$ cat src/rtl/fetch_ras.sv
// fetch_ras: registered fetch PC and IF/ID latch, with a circular
// return-address stack. A CALL in EX pushes its return address and a RET in EX
// redirects fetch to that address.
// Optional build macro FETCH_RAS_STATUS_EN adds sticky ras_overflow and
// ras_underflow flags. When it is undefined, both flag ports are tied to 0.

`ifndef CALL
`define CALL 4'hC
`endif
`ifndef RET
`define RET 4'hD
`endif

module fetch_ras #(
  parameter int unsigned DEPTH = 8
) (
  input  logic        clk,
  input  logic        rst_n,
  input  logic [15:0] nxt_pc,
  input  logic        hazard,
  input  logic        ex_valid,
  input  logic [15:0] ex_pc,
  input  logic [15:0] ex_instr,
  input  logic [15:0] imem_rdata,
  output logic [15:0] if_pc,
  output logic [15:0] imem_addr,
  output logic [15:0] id_pc,
  output logic [15:0] id_instr,
  output logic        id_valid,
  output logic        ras_overflow,
  output logic        ras_underflow
);

  localparam int unsigned PW = (DEPTH > 1) ? $clog2(DEPTH) : 1;
  localparam int unsigned CW = PW + 1;

  logic [15:0]   stack [DEPTH];
  logic [PW-1:0] ptr;
  logic [PW-1:0] ptr_top;
  logic [CW-1:0] count;
  logic          push;
  logic          pop;
  logic          full;
  logic          empty;
  logic [15:0]   ret_addr;
  logic [15:0]   pc_next;
  logic          unused_bits;

  // Decode CALL/RET from the EX opcode. The opcodes differ, so push and pop cannot both be set.
  assign push     = ex_valid && (ex_instr[15:12] == `CALL);
  assign pop      = ex_valid && (ex_instr[15:12] == `RET);
  assign ptr_top  = ptr - PW'(1);
  assign full     = (count == CW'(DEPTH));
  assign empty    = (count == '0);
  assign ret_addr = 16'(ex_pc + 16'd2);
  assign unused_bits = ^ex_instr[11:0];

  assign imem_addr = if_pc;

  // Select the next fetch PC: a pop wins over hazard and nxt_pc.
  always_comb begin
    pc_next = if_pc;
    if (pop) begin
      if (empty) pc_next = 16'(if_pc + 16'd1);
      else       pc_next = stack[ptr_top];
    end else if (!hazard) begin
      pc_next = nxt_pc;
    end
  end

  // Fetch PC and IF/ID pipeline register.
  always_ff @(posedge clk or negedge rst_n) begin
    if (!rst_n) begin
      if_pc    <= 16'h0000;
      id_pc    <= 16'h0000;
      id_instr <= 16'h0000;
      id_valid <= 1'b0;
    end else begin
      if_pc <= pc_next;
      if (!hazard || pop) begin
        id_pc    <= if_pc;
        id_instr <= imem_rdata;
        id_valid <= 1'b1;
      end
    end
  end

  // Stack pointer and occupancy. A push when full overwrites the oldest entry.
  always_ff @(posedge clk or negedge rst_n) begin
    if (!rst_n) begin
      ptr   <= '0;
      count <= '0;
    end else if (push) begin
      ptr <= ptr + PW'(1);
      if (!full) count <= count + CW'(1);
    end else if (pop && !empty) begin
      ptr   <= ptr_top;
      count <= count - CW'(1);
    end
  end

  // Stack storage. Reset does not clear it; occupancy is tracked by count alone.
  always_ff @(posedge clk) begin
    if (push) stack[ptr] <= ret_addr;
  end

`ifdef FETCH_RAS_STATUS_EN
  // Sticky status flags, cleared only by reset.
  always_ff @(posedge clk or negedge rst_n) begin
    if (!rst_n) begin
      ras_overflow  <= 1'b0;
      ras_underflow <= 1'b0;
    end else begin
      if (push && full)  ras_overflow  <= 1'b1;
      if (pop && empty)  ras_underflow <= 1'b1;
    end
  end
`else
  assign ras_overflow  = 1'b0;
  assign ras_underflow = 1'b0;
`endif

endmodule
$ cat config.mk
export PLATFORM = sky130hd
export DESIGN_NAME = fetch_ras
export DESIGN_NICKNAME = d
export VERILOG_FILES = /design/src/rtl/fetch_ras.sv
export SDC_FILE = /design/constraint.sdc
export NUM_CORES = 1
export LEC_CHECK = 0
export BUFFER_PORTS_ARGS = -buffer_cell sky130_fd_sc_hd__clkbuf_2
export CORE_UTILIZATION = 50
export DETAILED_ROUTE_END_ITERATION = 10
export GPL_TIMING_DRIVEN = 0
export PLACE_DENSITY = 0.72
export SLEW_MARGIN = 20
export SYNTH_ARGS = -nofsm -noshare
export SYNTH_HDL_FRONTEND = slang
export SYNTH_SLANG_ARGS = --single-unit
$ cat constraint.sdc
create_clock -name clk -period 6.8 [get_ports clk]
set_clock_uncertainty 0.2 [all_clocks]
set_input_delay 1.02 -clock clk [delete_from_list [all_inputs] [get_ports clk]]
set_output_delay 1.02 -clock clk [all_outputs]
set_load 0.005 [all_outputs]
==> out/results.txt <==
clk_lat worst skew - 0.44 ns
core area - 0.0154 mm2
number of flops mapped to enable cells by yosys - 128
WL/cell - 19.6 um
Max Cap Viol - 0
cts repair resizes - 0
Worst Tran Pin Value - 0.795 ns
Post-Route WL - 17,300 um
Crit Path Category - flop to flop
clk slew on worst S/H paths - 0.07 ns
vias in the first global route - 4,943
placer congestion estimate - 0.828
worst hold path type - flop to flop
asr flop ratio synth - 30.4%
synth warn - 0
Remaining DRCs - 0
Synth-to-Final Area Change - 20.2%
placed cell count - 849
Synth cell types - 52
CP max FO - 10
first-pass GRT wire length - 26,900 um
dominant cell type by area after synthesis - edfxtp_1
DR vias/cell - 5.63
Final TNS setup - 0 ns
P_leak - 0.00375 uW
vias - 4,958
WP data required - 6.91 ns
CTS tree - yes
CTS Hold Bufs - 0
Post-CTS Setup Bufs - 0
Cell Area, Synth - 0.00802 mm2
CTS Buf Count - 17
Chip Width - 129 um
top-area cell type share of the netlist area - 47.9%
grt ovf - 0
I/O pin count - 135
DP HPWL - 12,600 um
antenna violations before repair - 0
crit start category - flop
Filler cells - 1,151
NumNets Final - 731
root buffer cell - clkbuf_16
Final setup viols - 0
first-pass detailed-route iteration total - 5
share of layout cells above drive strength 1 - 42.8%
Synth Register Bits - 184
H-tree levels - 4
die area - 0.0166 mm2
RSZ-0062 raised after global routing - no
antenna viol nets, final - 0
Synth area leaders - edfxtp_1 (48%), dfrtp_1 (17%), mux4_2 (8.1%), mux2_2 (5.3%), mux2i_1 (2.9%)
Initial Utilization - 52.0%
minimum clock period - 3.83 ns
Relative slew margins - 47.0%
deepest clock path buffer count - 2
Max Freq - 261 MHz
pwr dens - 348 mW/mm2
Cell Rows - 45
# diodes - 0
period utilization - 56.3%
Post-Synthesis Cells - 499
run status - completed
largest net degree at the start of global routing - 57
maximum VDD drop - 0.000201 V
Post-Layout Cell Count - 881
IO Port Bufs - 120
Setup crit end kind - flop
CP arrival - 3.94 ns
Syn Area/Cell - 16.1 um2
Fin. Hold Viols - 0
total track usage - 22.4%
starting DRC count in detailed routing - 444
Chip Height - 129 um
Max Slew Vio Count - 0
prevailing post-synth register cell - edfxtp_1
Pwr Total - 3360 uW
CTS Sinks - 184
register area share after synthesis - 65.4%
per-layer routing:
layer	up-vias	routed length, um	track usage, %
met3	24	1100	4.37
met4	0	313	9.34
met1	2493	7440	28.8
li1	2225	-	-
met2	216	8400	37.3
met5	-	0	0
cells in the mapped netlist, drive strengths merged, types with 2 or more instances:
cell type	count
edfxtp	128
dfrtp	56
mux2	38
buf	36
nand2	31
mux4	29
mux2i	23
xnor2	18
nand3	17
nor3	13
xor2	12
nor2	10
a21oi	8
and3	8
ha	6
nor4	6
o22ai	6
a211oi	5
a221oi	5
a31oi	4
clkbuf	4
inv	4
nor2b	4
o21a	3
o21ai	3
a22o	2
nand4	2
o211ai	2
or2	2
state kept, by name (all words and copies together) (netlist names):
register / cells
stack: 128
id_instr: 16
id_pc: 16
if_pc: 16
count: 4
ptr: 3
id_valid: 1
cell usage in the layout, fill, tap and decap left out, types with 3 or more instances in the layout:
master	n
buf_2	18
nor4_2	4
mux2_2	38
xor2_1	12
edfxtp_1	128
nor2b_1	4
clkbuf_2	121
a31oi_1	4
o22ai_1	6
mux4_2	29
inv_1	4
mux2i_1	23
a21oi_1	8
nand3_1	16
o21a_1	3
o21ai_0	3
nor2_1	8
dfrtp_1	56
nor3_2	5
ha_1	6
and3_1	8
buf_6	6
buf_4	27
clkbuf_1	7
a221oi_1	5
nor3_1	8
xnor2_1	18
a211oi_1	5
clkbuf_16	19
nand2_1	30
cells by family (layout without fill, tap and decap cells):
kind of cell | count (synthesis) | count (layout) | synth area share [%]
AO/OA/AOI/OAI | 43 | 43 | 3.73
XOR/XNOR | 30 | 30 | 3.27
adder cells (fa/ha/maj) | 6 | 6 | 0.936
buffers and inverters | 45 | 215 | 3.43
flip-flops | 184 | 184 | 65.4
multiplexers | 90 | 90 | 16.3
other | 1 | 2 | 0.0467
AND/OR/NAND/NOR | 100 | 100 | 6.88
power by group:
| part | switching [uW] | internal, uW | total (uW) |
|---|---|---|---|
| logic | 573 | 496 | 1070 |
| registers | 81.2 | 1280 | 1360 |
| clock network | 405 | 530 | 935 |
final cells by class:
class / instances / area [um2] / area share, %
clock buffers: 25 / 510 / 5.29
repair buffers: 138 / 744 / 7.72
well taps: 211 / 264 / 2.74
flip-flops and latches: 184 / 5250 / 54.4
clock inverters: 7 / 57.6 / 0.597
plain buffers: 40 / 256 / 2.66
inverters: 5 / 18.8 / 0.195
multi-input cells: 271 / 2550 / 26.4
final timing paths:
path / from / end / slack (ns) / depth (start not counted)
min in group asynchronous: rst_n / id_instr[5] / 0.49 / 1
worst max-delay path: ptr[0] / if_pc[2] / 2.97 / 12
worst min-delay path: id_valid / id_valid / 0.26 / 1
worst max register to register: ptr[0] / if_pc[2] / 2.97 / 12
worst min register to register: id_valid / id_valid / 0.26 / 1
max in group asynchronous: rst_n / ptr[0] / 5.41 / 1
critical path, cell delays in order, from the launching register on:
cell,delay (ns)
dfrtp_1,0.36
buf_4,0.18
buf_4,0.27
buf_6,0.21
buf_2,0.28
inv_1,0.14
ha_1,0.29
buf_2,0.21
clkbuf_1,0.63
mux4_2,0.42
mux2i_1,0.29
nand2_1,0.10
o211a_1,0.13
stage by stage:
step / setup slack (ns) / hold slack (ns) / instance area, um2 / utilization [%]
global route: 2.73 / 0.292 / 9650 / 62.5
global placement: 1.13 / 0.252 / 8890 / 57.6
detailed placement: 3.02 / 0.251 / 9080 / 58.8
CTS: 2.96 / 0.267 / 9650 / 62.5
finish: 2.97 / 0.264 / 9650 / 62.5
floorplan: 3.00 / 0.265 / 8030 / -
Power figures use the tool's default switching activity.
